[config.mk]
export PLATFORM = sky130hd
export DESIGN_NAME = uart_tx_flat
export DESIGN_NICKNAME = d
export VERILOG_FILES = /design/src/rtl/uart_pkg.sv /design/src/rtl/uart_tx_if.sv /design/src/rtl/bit_timer.sv /design/src/rtl/uart_tx.sv /design/src/flat_wrapper.sv
export SDC_FILE = /design/constraint.sdc
export NUM_CORES = 1
export LEC_CHECK = 0
export ABC_AREA = 1
export BUFFER_PORTS_ARGS = -buffer_cell sky130_fd_sc_hd__buf_2
export CELL_PAD_IN_SITES_DETAIL_PLACEMENT = 0
export CELL_PAD_IN_SITES_GLOBAL_PLACEMENT = 1
export CORE_MARGIN = 1
export CORE_UTILIZATION = 40
export DETAILED_ROUTE_END_ITERATION = 12
export PLACE_DENSITY = 0.75
export SYNTH_ARGS = -nofsm -noshare
export SYNTH_HDL_FRONTEND = slang
export SYNTH_SLANG_ARGS = --single-unit
[constraint.sdc]
create_clock -name clk -period 1.47 [get_ports clk]
set_input_delay 0.0735 -clock clk [delete_from_list [all_inputs] [get_ports clk]]
set_output_delay 0.0735 -clock clk [all_outputs]
set_load 0.02 [all_outputs]
[src/rtl/uart_pkg.sv]
// Shared UART types and defaults, used by both the transmit and receive paths.
package uart_pkg;

    typedef logic [15:0] timer_t;

    typedef enum logic [2:0] {
        IDLE,
        START,
        DATA,
        PARITY,
        STOP
    } tx_state_t;

    localparam timer_t BIT_TIME_DEFAULT   = timer_t'(434);
    localparam int     DATA_WIDTH_DEFAULT = 8;

endpackage

[src/rtl/uart_tx_if.sv]
// Byte handshake between the command logic (master) and the UART transmitter (slave).
interface uart_tx_if
    import uart_pkg::*;
#(
    parameter int DATA_WIDTH = DATA_WIDTH_DEFAULT
) ();

    logic                  tx_valid;
    logic [DATA_WIDTH-1:0] tx_data;
    logic                  tx_ready;

    modport master (output tx_valid, output tx_data, input tx_ready);
    modport slave  (input tx_valid, input tx_data, output tx_ready);

endinterface

[src/rtl/bit_timer.sv]
// Free-running bit-period counter: counts 0..limit-1, flags the last cycle with bit_end.
module bit_timer
    import uart_pkg::*;
(
    input  logic   clk,
    input  logic   rst,
    input  logic   clear,
    input  timer_t limit,
    output logic   bit_end
);

    timer_t count;

    assign bit_end = (count == limit - timer_t'(1));

    always_ff @(posedge clk or posedge rst) begin
        if (rst) begin
            count <= '0;
        end else if (clear || bit_end) begin
            count <= '0;
        end else begin
            count <= count + timer_t'(1);
        end
    end

endmodule

[src/rtl/uart_tx.sv]
// UART transmitter: start bit, LSB-first data, optional even parity, 1 or 2 stop bits.
//
// state  | meaning
// IDLE   | line high, ready for a byte
// START  | start bit (line low)
// DATA   | data bit shift[0] on the line
// PARITY | even-parity bit
// STOP   | stop bit(s), line high
module uart_tx
    import uart_pkg::*;
#(
    parameter int     DATA_WIDTH = DATA_WIDTH_DEFAULT,
    parameter timer_t BIT_TIME   = BIT_TIME_DEFAULT,
    parameter int     PARITY_EN  = 0,
    parameter int     STOP_BITS  = 1
) (
    input  logic      clk,
    input  logic      rst,
    uart_tx_if.slave  bus,
    output logic      tx_busy,
    output logic      tx_done,
    output logic      tx
);

    localparam int IDX_W = (DATA_WIDTH > 1) ? $clog2(DATA_WIDTH) : 1;

    tx_state_t             state_q, state_d;
    logic [DATA_WIDTH-1:0] shift_q, shift_d;
    logic [IDX_W-1:0]      idx_q, idx_d;
    logic                  parity_q, parity_d;
    logic                  stop_q, stop_d;
    logic                  tx_d, done_d, ready_q, ready_d;
    logic                  bit_end, timer_clear;

    bit_timer u_bit_timer (
        .clk    (clk),
        .rst    (rst),
        .clear  (timer_clear),
        .limit  (BIT_TIME),
        .bit_end(bit_end)
    );

    always_comb begin
        state_d  = state_q;
        shift_d  = shift_q;
        idx_d    = idx_q;
        parity_d = parity_q;
        stop_d   = stop_q;
        done_d   = 1'b0;
        case (state_q)
            IDLE: begin
                if (bus.tx_valid && ready_q) begin
                    shift_d  = bus.tx_data;
                    parity_d = ^bus.tx_data;
                    idx_d    = '0;
                    stop_d   = 1'b0;
                    state_d  = START;
                end
            end
            START: begin
                if (bit_end) begin
                    idx_d   = '0;
                    state_d = DATA;
                end
            end
            DATA: begin
                if (bit_end) begin
                    shift_d = shift_q >> 1;
                    if (idx_q == IDX_W'(DATA_WIDTH - 1)) begin
                        state_d = (PARITY_EN != 0) ? PARITY : STOP;
                    end else begin
                        idx_d = idx_q + IDX_W'(1);
                    end
                end
            end
            PARITY: begin
                if (bit_end) begin
                    state_d = STOP;
                end
            end
            STOP: begin
                if (bit_end) begin
                    if (stop_q != 1'(STOP_BITS - 1)) begin
                        stop_d = 1'b1;
                    end else begin
                        state_d = IDLE;
                        done_d  = 1'b1;
                    end
                end
            end
            default: state_d = IDLE;
        endcase
    end

    // Line level is decoded from the next state so tx comes straight off a flop.
    always_comb begin
        tx_d = 1'b1;
        case (state_d)
            START:   tx_d = 1'b0;
            DATA:    tx_d = shift_d[0];
            PARITY:  tx_d = parity_d;
            default: tx_d = 1'b1;
        endcase
    end

    assign ready_d     = (state_d == IDLE);
    assign timer_clear = (state_q == IDLE) || (state_d != state_q);

    always_ff @(posedge clk or posedge rst) begin
        if (rst) begin
            state_q  <= IDLE;
            shift_q  <= '0;
            idx_q    <= '0;
            parity_q <= 1'b0;
            stop_q   <= 1'b0;
            tx       <= 1'b1;
            tx_done  <= 1'b0;
            ready_q  <= 1'b1;
            tx_busy  <= 1'b0;
        end else begin
            state_q  <= state_d;
            shift_q  <= shift_d;
            idx_q    <= idx_d;
            parity_q <= parity_d;
            stop_q   <= stop_d;
            tx       <= tx_d;
            tx_done  <= done_d;
            ready_q  <= ready_d;
            tx_busy  <= !ready_d;
        end
    end

    assign bus.tx_ready = ready_q;

endmodule
[src/flat_wrapper.sv]
// flat-port wrapper written by rule: the top's interface ports become plain ports
module uart_tx_flat import uart_pkg::*;
#(
    parameter int     DATA_WIDTH = DATA_WIDTH_DEFAULT,
    parameter timer_t BIT_TIME   = BIT_TIME_DEFAULT,
    parameter int     PARITY_EN  = 0,
    parameter int     STOP_BITS  = 1
)
  (clk, rst, tx_busy, tx_done, tx, bus_tx_valid, bus_tx_data, bus_tx_ready);
  uart_tx_if #(.DATA_WIDTH(DATA_WIDTH)) bus_i ();
  input  logic clk;
  input  logic rst;
  output logic tx_busy;
  output logic tx_done;
  output logic tx;
  input wire logic [$bits(bus_i.tx_valid)-1:0] bus_tx_valid;
  input wire logic [$bits(bus_i.tx_data)-1:0] bus_tx_data;
  output wire logic [$bits(bus_i.tx_ready)-1:0] bus_tx_ready;
  assign bus_i.tx_valid = bus_tx_valid;
  assign bus_i.tx_data = bus_tx_data;
  assign bus_tx_ready = bus_i.tx_ready;
  uart_tx #(.DATA_WIDTH(DATA_WIDTH), .BIT_TIME(BIT_TIME), .PARITY_EN(PARITY_EN), .STOP_BITS(STOP_BITS)) u_core (.clk(clk), .rst(rst), .bus(bus_i), .tx_busy(tx_busy), .tx_done(tx_done), .tx(tx));
endmodule
# [Yosys cells after proc, flatten, opt, wreduce, memory -nomap -nowiden]
# Index checks and enable logic that the tools add are counted.
[classes] n_addsub=2 n_eq_ne=15 n_mux=27 reduce_logical=13
[ops] cell="two-way mux 3 bit" count=11
[ops] cell="adder 16 x 1 -> 16 bit (second input constant)" count=1
[ops] cell="equality test 16 x 9 -> 1 bit (second input constant)" count=1
[ops] cell="two-way mux 16 bit" count=1
[ops] cell="two-way mux 8 bit" count=2
[ops] cell="case mux 8 bit (2 select lines)" count=1
[ops] cell="case mux 3 bit (5 select lines)" count=1
[ops] cell="equality test 3 x 2 -> 1 bit (second input constant)" count=4
[ops] cell="case mux 3 bit (3 select lines)" count=1
[ops] cell="two-way mux 1 bit" count=8
[ops] cell="!= test 2 bit (second input constant)" count=4
[ops] cell="parity 8 bit" count=1
[ops] cell="equality test 3 x 1 -> 1 bit (second input constant)" count=2
[ops] cell="equality test 3 bit (second input constant)" count=2
[ops] cell="logical NOT 3 bit" count=2
[ops] cell="AND reduction 3 bit" count=2
[ops] cell="AND reduction 5 bit" count=1
[ops] cell="nonzero test 2 bit" count=2
[ops] cell="adder 3 x 1 -> 3 bit (second input constant)" count=1
[ops] cell="!= test 3 bit" count=1
[ops] cell="case mux 1 bit (3 select lines)" count=1
[ops] cell="nonzero test 3 bit" count=1
[ops] cell="logical OR 1 bit" count=2
[ops] cell="!= test 2 x 1 -> 1 bit (second input constant)" count=1
[ops] cell="3 further kinds" count=3
[totals] register_bits=36 inputBits=11 output_inout_bits=4 word_cells=68

# [Longest topological paths before layout]
# Gate-level depths: netlist of run 1.
[logic_depth] depth_word=8 ltp_mapped=11 depth_no_buf=11

# [Cells and area by module]
# A second synthesis of run 1 with hierarchy kept.
[hier_totals] hier_cells=421 hier_area_um2=2856.5
[modules_own_cells] mod="bit_timer" instances=1 cells_per_inst=247 area_each_um2=1615.3 seq_area_each_um2=400.4
[modules_own_cells] mod="uart_tx" instances=1 cells_per_inst=174 area_each_um2=1241.2 seq_area_each_um2=478.0

# [Worst setup path before layout of run 1]
# No wires, ideal clock.
[synth_path] kind="flip-flop to flip-flop" start="reg u_core.ready_q (netlist: u_core.bus.tx_ready)" end="reg u_core.shift_q[2]" setup_ps=130 t_arrival_ps=1363 required_ps=1340 path_slack_ps=-24 stages_incl_launch_ff=8 n_path_buf=0 period_less_slack_ps=1494 cell_sequence="dfstp_2 -> nand2_1 -> nor3_4 -> inv_2 -> nand2_1 -> inv_2 -> nand2_1 -> o211ai_1"
[synth_between] elab_chain_len=3
[synth_rtl] element="start, declared" line_no="uart_tx.sv:32" text="logic tx_d, done_d, ready_q, ready_d;"
[synth_rtl] element="start signal, assigned" line_no="uart_tx.sv:128" text="ready_q <= ready_d;"
[synth_rtl] element="logical AND 1 bit" line_no="uart_tx.sv:52" text="if (bus.tx_valid && ready_q) begin"
[synth_rtl] element="!= test 2 x 1 -> 1 bit (no line)"
[synth_rtl] element="AND reduction 3 bit (no line)"
[synth_rtl] element="end signal, assigned" line_no="uart_tx.sv:122" text="shift_q <= shift_d;"
[synth_rtl] element="end, declared" line_no="uart_tx.sv:28" text="logic [DATA_WIDTH-1:0] shift_q, shift_d;"
# Every way passes these cells.
# A chain may end at the register's enable or synchronous reset.

# [Worst setup path after layout of run 1]
[layout_path] start="reg u_core.u_bit_timer.count[1]" end="reg u_core.u_bit_timer.count[13]"
[layout_between] elab_chain_len=7 word_cells_on_any_way=11 cone_classes="1 x add/sub; 2 x eq/ne; 6 x mux; 2 x reduce/logical"
[layout_rtl] element="start, declared" line_no="bit_timer.sv:12" text="timer_t count;"
[layout_rtl] element="start signal, assigned" line_no="bit_timer.sv:22" text="count <= count + timer_t'(1);"
[layout_rtl] element="equality test 16 x 9 -> 1 bit" line_no="bit_timer.sv:14" text="assign bit_end = (count == limit - timer_t'(1));"
[layout_rtl] element="two-way mux 3 bit (on tied branches)"
[layout_rtl] element="case mux 3 bit (5 select lines)" line_no="uart_tx.sv:50" text="case (state_q)"
[layout_rtl] element="!= test 3 bit" line_no="uart_tx.sv:107" text="assign timer_clear = (state_q == IDLE) || (state_d != state_q);"
[layout_rtl] element="logical OR 1 bit" line_no="uart_tx.sv:107"
[layout_rtl] element="logical OR 1 bit" line_no="bit_timer.sv:19" text="end else if (clear || bit_end) begin"
[layout_rtl] element="two-way mux 16 bit *" line_no="bit_timer.sv:19"
# Every way passes the cells marked *; elsewhere a longest branch is shown, timed or not.

==> impl_metrics.json, run 1 <==
{
  "grt_pass1_vias": 1867,
  "syn_area_sq_um": 2210,
  "gp_congestion": 0.761,
  "yosysUniqueCellTypes": 30,
  "period_minus_slack_ns": 1.54,
  "placementRows": 26,
  "cts_buffer_depth": 2,
  "slew_violations": 0,
  "grt_pass1_wl_um": 8260,
  "drive_above_1_share_pct": 38.8,
  "max_freq_mhz": 649,
  "vias": 1918,
  "synth.most_common_cell": "nand2_1",
  "start_kind": "flip-flop",
  "p_per_area_nw_per_um2": 1040,
  "tightest_slew_ns": 0.455,
  "clk_latency_ns": 0.29,
  "synth_top_cell_area_share_pct": 37.4,
  "finalNetCount": 362,
  "dr.first_iter.drc_count": 81,
  "grt.overflow.total": 0,
  "grt_max_degree": 36,
  "violations": "setup timing",
  "synth_area_per_cell_sq_um": 7.83,
  "seq_area_frac_synth_pct": 39.8,
  "grt_usage_pct": 17.9,
  "start_util_pct": 42.4,
  "coreArea_sq_um": 5200,
  "setup_slack_ns": -0.0716,
  "stdcell_area_sq_um": 2980,
  "cp_max_fo": 8,
  "routed_wl_um": 4720,
  "synthCells": 282,
  "finalPower_mw": 3.11,
  "placed_area_sq_um": 2660,
  "wl_per_cell_um": 11.3,
  "cts_sinks": 35,
  "cp.arrival_ns": 1.76,
  "cp-end-kind": "flip-flop",
  "die_x_um": 76.3,
  "ys_seq_elements": 35,
  "htreeDepth": 2,
  "synth_top_area_cell": "dfrtp_1",
  "dieArea_sq_um": 5820,
  "io_buffer_count": 14,
  "finClkSkew_ns": 0.00450,
  "grt_setup_unrepaired": "true",
  "dp_hpwl_um": 3460,
  "clk_pin_slew_ns": 0.07,
  "area_growth_pct": 35.0,
  "yosys_warnings": 0,
  "post-route-period-util_pct": 105,
  "final_cells": 418,
  "leakage_nw": 1.43,
  "drc_errors": 0,
  "placed_cells": 404,
  "max_slew_margin_pct": 69.6,
  "synthTopCellsByCount": "nand2_1, dfrtp_1, nor2_1",
  "viasPerCell": 4.59,
  "cts_buffers": 5,
  "cp.required_ns": 1.69,
  "maxCapViolations": 0,
  "root_buffer": "clkbuf_8",
  "hold_viol": 0,
  "status": "complete, but fails checks",
  "die_h_um": 76.3,
  "synthesis.nets": 297,
  "ios": 15,
  "setup_violations": 24,
  "place_ws_ns": -0.183,
  "nFillCells": 497,
  "synth-async-reset-ratio_pct": 100,
  "ys_top_cells_by_area": "dfrtp_1, nand2_1, nor2_4",
  "synth_edf_count": 0,
  "diodes": 0,
  "antenna_found_initial": 0,
  "hold_class": "input pin to flip-flop",
  "ant_nets": 0,
  "synth-main-ff-cell": "dfrtp_1",
  "cts_tree": "built",
  "critical_path_class": "flip-flop to flip-flop",
  "first_pass_iters": 4,
  "worst_ir_drop_vdd_mv": 0.636
}
-- cell families after synthesis --
kind of cell / Yosys count / share of synthesized area (%)
AND/OR/NAND/NOR: 177 / 41.0
buffers and inverters: 38 / 7.20
flip-flops: 35 / 39.8
AO/OA/AOI/OAI: 15 / 4.54
XOR/XNOR: 13 / 5.16
adder cells (fa/ha/maj): 4 / 2.27
-- cell type report --
class / instances / area, sq um / area share [%]
multi-input combinational: 209 / 1320 / 44.4
sequential: 35 / 878 / 29.5
timing repair buffer: 59 / 453 / 15.2
inverter: 37 / 139 / 4.66
clock buffer: 8 / 100 / 3.36
tap: 70 / 87.6 / 2.94
-- cells in the final DEF, fill, tap and decap left out, types with 6 or more instances in the layout --
cell type	instances
buf_2	14
buf_4	41
clkbuf_8	7
dfrtp_1	33
inv_1	25
inv_2	12
nand2_1	85
nand2_2	10
nand3_1	13
nor2_1	23
nor2_2	9
nor2_4	18
o211ai_1	6
xor2_1	8
-- per-layer routing --
layer,vias up,GRT usage (%),routed length [um]
met2,28,27.2,2050
met4,0,5.19,57
met3,6,4.31,156
met1,880,25.3,2450
li1,1004,-,-
met5,-,0,0
-- critical path, cell delays in order (launching register included) --
cell and delay, ns:
dfrtp_1 0.39, inv_2 0.07, ha_4 0.13, nand3_4 0.07, nor2_4 0.24, nand4_4 0.14, nand3_4 0.11, nand2_4 0.07
clkbuf_16 0.20, nor2_4 0.07
-- power breakdown --
part	internal, mW	leakage [nW]	switching, mW	total [mW]
registers	1.13	0.451	0.0857	1.22
clock network	0.428	0.0515	0.348	0.776
logic	0.510	0.925	0.608	1.12
total	2.07	1.43	1.04	3.11
-- per-stage QoR --
step	setup TNS [ns]	hold slack, ns	utilization [%]
after global placement	-2.51	0.204	51.2
final	-1.02	0.0649	57.2
after floorplan	0	0.221	-
after detailed placement	-3.98	0.207	51.2
after CTS	-1.14	0.0661	55.3
after global routing	-4.22	0.0860	57.2
-- state kept, by name, summed over array words and instances, names as in the netlist --
register,cells
u_core.bus.tx_ready,1
u_core.idx_q,3
u_core.parity_q,1
u_core.shift_q,8
u_core.state_q,3
u_core.tx,1
u_core.tx_busy,1
u_core.tx_done,1
u_core.u_bit_timer.count,16
-- timing repair --
| action | 4_1_cts | 5_1_grt |
|---|---|---|
| setup endpoints to repair | 30 | 30 |
| hold buffers | 1 | 0 |
| resized for setup | 19 | 20 |
| endpoints found under the hold margin | 33 | 0 |
| pin swaps | 7 | 7 |
| setup buffers | 3 | 1 |
| cloned | 0 | 1 |
-- worst paths after layout --
| check | from | end | slack, ns | cells past startpoint |
|---|---|---|---|---|
| min reg2reg | u_core.shift_q[2] | u_core.shift_q[1] | 0.51 | 2 |
| max in group asynchronous | rst | u_core.bus.tx_ready | 0.69 | 4 |
| max reg2reg | u_core.u_bit_timer.count[1] | u_core.u_bit_timer.count[13] | -0.07 | 9 |
| min in group asynchronous | rst | u_core.u_bit_timer.count[2] | 0.43 | 4 |
| min | bus_tx_data[1] | u_core.shift_q[1] | 0.06 | 3 |
| max | u_core.u_bit_timer.count[1] | u_core.u_bit_timer.count[13] | -0.07 | 9 |
Power figures use the tool's default switching activity.
==> run 2, diff against run 1 <==
Clock period 1.47 ns to 1.36 ns, I/O delays scaled along.
==> run 2 against run 1 <==
Net effect:
- the flow still finishes with violations (setup timing)
- critical path type unchanged
- clock power rose by 26%
- power rose by 21%
- setup slack got worse by 0.18 ns
- clock skew barely moved
- wire length rose by 12%
- count of clock-buffer cells in the layout fell by 2
- largest cell class unchanged
- sequential power rose by 9%
- first-iteration DRC count rose by 12%
- register-to-register slack got worse by 0.18 ns
==> impl_metrics.json, run 2 (same netlist as run 1, synthesis figures left out) <==
{
  "multi_input_area_sq_um": 1420,
  "ant_nets": 0,
  "hold_viol": 0,
  "p_per_area_nw_per_um2": 1160,
  "status": "complete, but fails checks",
  "final_common_cell": "nand2_1",
  "final_cells": 441,
  "die_h_um": 76.3,
  "cp_max_fo": 6,
  "slew_violations": 0,
  "start_util_pct": 42.4,
  "slowest_delay_ns": 0.39,
  "placed_area_sq_um": 2750,
  "grt_usage_pct": 19.0,
  "dieArea_sq_um": 5820,
  "fin_util_pct": 62.5,
  "clk_latency_ns": 0.29,
  "post-route-period-util_pct": 118,
  "path_cells": "inv_2 > ha_4 > nand3_4 > nor2_4 > buf_6 > nand3_2 > nand2_2 > nand3_4 > nor2_4 > inv_2",
  "clk_pin_slew_ns": 0.07,
  "area_growth_pct": 47.3,
  "setup_violations": 33,
  "grt_max_degree": 36,
  "grt.overflow.total": 0,
  "wl_per_cell_um": 11.9,
  "cp_top_family": "simple AND/OR/NAND/NOR gates",
  "vias": 2025,
  "max_slew_margin_pct": 69.7,
  "first_pass_iters": 4,
  "gp_congestion": 0.761,
  "routed_wl_um": 5270,
  "slowest_stage": "dfrtp_1",
  "die_x_um": 76.3,
  "largest_reg_flops": 16,
  "nFillCells": 449,
  "final_cell_mix": "nand2_1, buf_4, dfrtp_1",
  "root_buffer": "clkbuf_8",
  "start_kind": "flip-flop",
  "ios": 15,
  "max_freq_mhz": 622,
  "dr.first_iter.drc_count": 91,
  "diodes": 0,
  "cp.buffers_inverters": 3,
  "critical_path_class": "flip-flop to flip-flop",
  "tightest_slew_ns": 0.454,
  "period_minus_slack_ns": 1.61,
  "htreeDepth": 2,
  "finalPower_mw": 3.76,
  "dp_hpwl_um": 3570,
  "stdcell_area_sq_um": 3250,
  "grt_pass1_vias": 1979,
  "hold_class": "input pin to flip-flop",
  "finalNetCount": 385,
  "violations": "setup timing",
  "drive_above_1_share_pct": 46.9,
  "io_buffer_count": 14,
  "timing.setup.tns_ns": -6.00,
  "placementRows": 26,
  "maxCapViolations": 0,
  "placed_cells": 417,
  "top_regs": "u_core.u_bit_timer.count x16, u_core.shift_q x8",
  "worst_ir_drop_vdd_mv": 0.657,
  "antenna_found_initial": 0,
  "leakage_nw": 1.60,
  "setup_slack_ns": -0.248,
  "coreArea_sq_um": 5200,
  "whs_ns": 0.0585,
  "drc_errors": 0,
  "finClkSkew_ns": 0.00500,
  "cp.required_ns": 1.55,
  "grt_pass1_wl_um": 8800,
  "cts_buffer_depth": 2,
  "grt_setup_unrepaired": "true",
  "cp-end-kind": "flip-flop",
  "largest_register": "u_core.u_bit_timer.count",
  "place_ws_ns": -0.298,
  "cp.arrival_ns": 1.80,
  "viasPerCell": 4.59,
  "cts_buffers": 5,
  "cts_sinks": 35,
  "cts_tree": "built",
  "seq_area_sq_um": 878
}
-- run 2: cell count changes in the layout (fill, tap and decap cells not counted), sizes merged --
| cell | previous run | this run |
|---|---|---|
| buf | 57 | 80 |
| clkbuf | 9 | 6 |
| bufinv | 0 | 1 |
| clkinv | 0 | 1 |
| nand2 | 97 | 98 |
-- run 2: report_power, final --
part	leakage (nW)	switching, mW	internal, mW
sequential	0.451	0.107	1.22
combinational	1.08	0.757	0.692
clock	0.0612	0.385	0.593
total	1.60	1.25	2.51
-- run 2: final cells by class --
cell class                 instances  share of cell area [%]
tap                               70                    2.69
multi-input combinational        210                    43.7
sequential                        35                    27.0
timing repair buffer              81                    18.5
clock inverter                     2                    1.08
clock buffer                       6                    2.54
inverter                          37                    4.42
-- run 2: worst reg2reg max path: cells and delay by family (launching register included) --
family	cells	cell delay [ns]
and+or+nand+nor	6	0.72
buffers and inverters	3	0.25
DFF	1	0.39
adders and majority gates	1	0.14
-- run 2: path summary, 6_finish.rpt --
kind | end | slack [ns] | depth (start not counted) | from
max in group asynchronous | u_core.bus.tx_ready | 0.59 | 4 | rst
min | u_core.shift_q[1] | 0.06 | 3 | bus_tx_data[1]
max | u_core.tx_busy | -0.25 | 10 | u_core.u_bit_timer.count[1]
min in group asynchronous | u_core.u_bit_timer.count[2] | 0.42 | 4 | rst
max reg2reg | u_core.tx_busy | -0.25 | 10 | u_core.u_bit_timer.count[1]
min reg2reg | u_core.idx_q[1] | 0.50 | 2 | u_core.idx_q[1]
-- run 2: metal layers --
metal  up-vias  wire, um  track usage, %
met5         -         0               0
met4         0        71            6.92
met3         6        95            2.51
met2        25      2570            31.7
met1       943      2530            25.2
li1       1051         -               -
-- run 2: timing repair --
| action | in CTS | in global routing |
|---|---|---|
| endpoints found under the setup margin | 32 | 34 |
| hold endpoints to repair | 33 | 0 |
| pin swaps | 11 | 20 |
| hold buffers | 1 | 0 |
| cloned | 1 | 0 |
| setup buffers | 5 | 9 |
| gates resized for setup | 15 | 52 |
==> run 3, diff against run 2 <==
Settings changed: GPL_TIMING_DRIVEN set to 0.
==> run 3 against run 2 <==
Net effect:
- the run still ends with setup timing left
- critical path type unchanged
- final area decreased by 9.3%
- clock skew rose by 0.0020 ns
- register-to-register slack about the same
- hold slack improved by 0.016 ns
- sequential cell count stayed put
- cell count shrank 9.1%
- count of clock-buffer cells in the layout up 2
- critical endpoint is now u_core.u_bit_timer.count[10]
- sequential share of layout area rose by 3.1 points
- largest power group is now registers
==> impl_metrics.json, run 3 (same netlist as run 1, synthesis figures left out) <==
{
  "fin_util_pct": 56.6,
  "maxCapViolations": 0,
  "die_h_um": 76.3,
  "crit-reg2reg-launch": "u_core.u_bit_timer.count[1]",
  "vias": 1849,
  "drive_above_1_share_pct": 41.1,
  "slowest_stage": "dfrtp_1",
  "grt.overflow.total": 0,
  "worst_ir_drop_vdd_mv": 0.637,
  "dr.first_iter.drc_count": 62,
  "slowest_delay_ns": 0.40,
  "grt_setup_unrepaired": "true",
  "hold_class": "input pin to flip-flop",
  "start_util_pct": 42.4,
  "slew_violations": 0,
  "max_freq_mhz": 618,
  "regToRegSetupSlack_ns": -0.26,
  "die_x_um": 76.3,
  "clk_pin_slew_ns": 0.07,
  "cts_tree": "built",
  "cp.required_ns": 1.53,
  "root_buffer": "clkbuf_8",
  "path_cells": "inv_2 > ha_4 > nand3_4 > nor2_4 > nand3b_1 > nand2_2 > nand3_2 > nand2_4 > buf_12 > buf_12 > nor2_4",
  "cts_buffer_depth": 2,
  "antenna_found_initial": 0,
  "finClkSkew_ns": 0.00703,
  "start_kind": "flip-flop",
  "critical_path_class": "flip-flop to flip-flop",
  "whs_ns": 0.0744,
  "viasPerCell": 4.61,
  "placed_area_sq_um": 2400,
  "max_slew_margin_pct": 44.6,
  "timing.setup.tns_ns": -6.06,
  "p_per_area_nw_per_um2": 1190,
  "final_cell_mix": "nand2_1, dfrtp_1, inv_1",
  "ios": 15,
  "placementRows": 26,
  "area_growth_pct": 33.6,
  "cts_buffers": 5,
  "diodes": 0,
  "cp.arrival_ns": 1.79,
  "crit_end": "u_core.u_bit_timer.count[10]",
  "r2r.worst_path.cells": 11,
  "grt_pass1_wl_um": 8040,
  "finalPower_mw": 3.50,
  "cts_sinks": 35,
  "status": "complete, but fails checks",
  "stdcell_area_sq_um": 2950,
  "coreArea_sq_um": 5200,
  "top_regs": "u_core.u_bit_timer.count x16, u_core.shift_q x8",
  "io_buffer_count": 14,
  "hold_viol": 0,
  "grt_usage_pct": 17.6,
  "post-route-period-util_pct": 119,
  "tightest_slew_ns": 0.829,
  "clk_latency_ns": 0.29,
  "worstReg2RegEnd": "u_core.u_bit_timer.count[10]",
  "gp_congestion": 0.777,
  "ant_nets": 0,
  "cp-startpoint": "u_core.u_bit_timer.count[1]",
  "setup_slack_ns": -0.257,
  "dp_hpwl_um": 3290,
  "path_depth": 11,
  "drc_errors": 0,
  "cp_top_family": "simple AND/OR/NAND/NOR gates",
  "period_minus_slack_ns": 1.62,
  "setup_violations": 32,
  "final_common_cell": "nand2_1",
  "largest_register": "u_core.u_bit_timer.count",
  "largest_reg_flops": 16,
  "htreeDepth": 2,
  "grt_pass1_vias": 1820,
  "wl_per_cell_um": 11.7,
  "cp-end-kind": "flip-flop",
  "grt_max_degree": 20,
  "violations": "setup timing",
  "leakage_nw": 1.36,
  "cp.buffers_inverters": 3,
  "whs_path_depth": 3,
  "finalNetCount": 345,
  "routed_wl_um": 4700,
  "cp_max_fo": 5,
  "dieArea_sq_um": 5820,
  "first_pass_iters": 4
}
==> run 3: power breakdown <==
part,internal [mW],switching [mW],total [mW]
Combinational,0.625,0.689,1.31
Sequential,1.23,0.127,1.35
Clock,0.462,0.372,0.834
==> run 3: how the worst min path moves through the flow <==
stage                             endpoint  slack (ns)           start
6_report                 u_core.shift_q[6]        0.07  bus_tx_data[6]
5_1_grt                  u_core.shift_q[1]         0.1  bus_tx_data[1]
4_1_cts                  u_core.shift_q[6]        0.07  bus_tx_data[6]
3_5_place_dp   u_core.u_bit_timer.count[0]        0.27             rst
3_3_place_gp             u_core.shift_q[1]        0.37  bus_tx_data[1]
2_1_floorplan              u_core.idx_q[0]        0.22             rst
==> run 3: cell type report <==
| cell class | instances | area, sq um |
|---|---|---|
| Buffer | 1 | 20.0 |
| Sequential cell | 35 | 887 |
| Tap cell | 70 | 87.6 |
| Inverter | 37 | 146 |
| Clock buffer | 8 | 100 |
| Timing Repair Buffer | 41 | 343 |
| Fill cell | 501 | 2260 |
| Multi-Input combinational cell | 209 | 1360 |
==> run 3: worst register-to-register path, cell delays in order, from the launching register on <==
cell and delay, ns:
dfrtp_1 0.40, inv_2 0.07, ha_4 0.16, nand3_4 0.08
nor2_4 0.11, nand3b_1 0.11, nand2_2 0.09, nand3_2 0.09
nand2_4 0.10, buf_12 0.12, buf_12 0.13, nor2_4 0.03
==> run 3: repair_timing <==
action                                 4_1_cts  5_1_grt
setup endpoints to repair                   33       34
gates cloned                                 1        0
hold buffers                                 1        0
gates resized for setup                     26       45
endpoints found under the hold margin       18        0
pin swaps                                   12        9
setup buffers                               16       10
==> run 3: through the flow <==
step | std cells | worst slack, ns
after global routing | 401 | -0.368
after CTS | 393 | -0.263
after detailed placement | 367 | -0.306
after global placement | 366 | -0.281
final | 401 | -0.257
after floorplan | 282 | -0.103
==> run 3: per-layer routing <==
metal  up-vias  track usage (%)  wire (um)
met4         0             6.92         80
met5         -                0          0
met1       847             24.5       2370
met2        25             27.2       2120
li1        972                -          -
met3         5             3.23        134
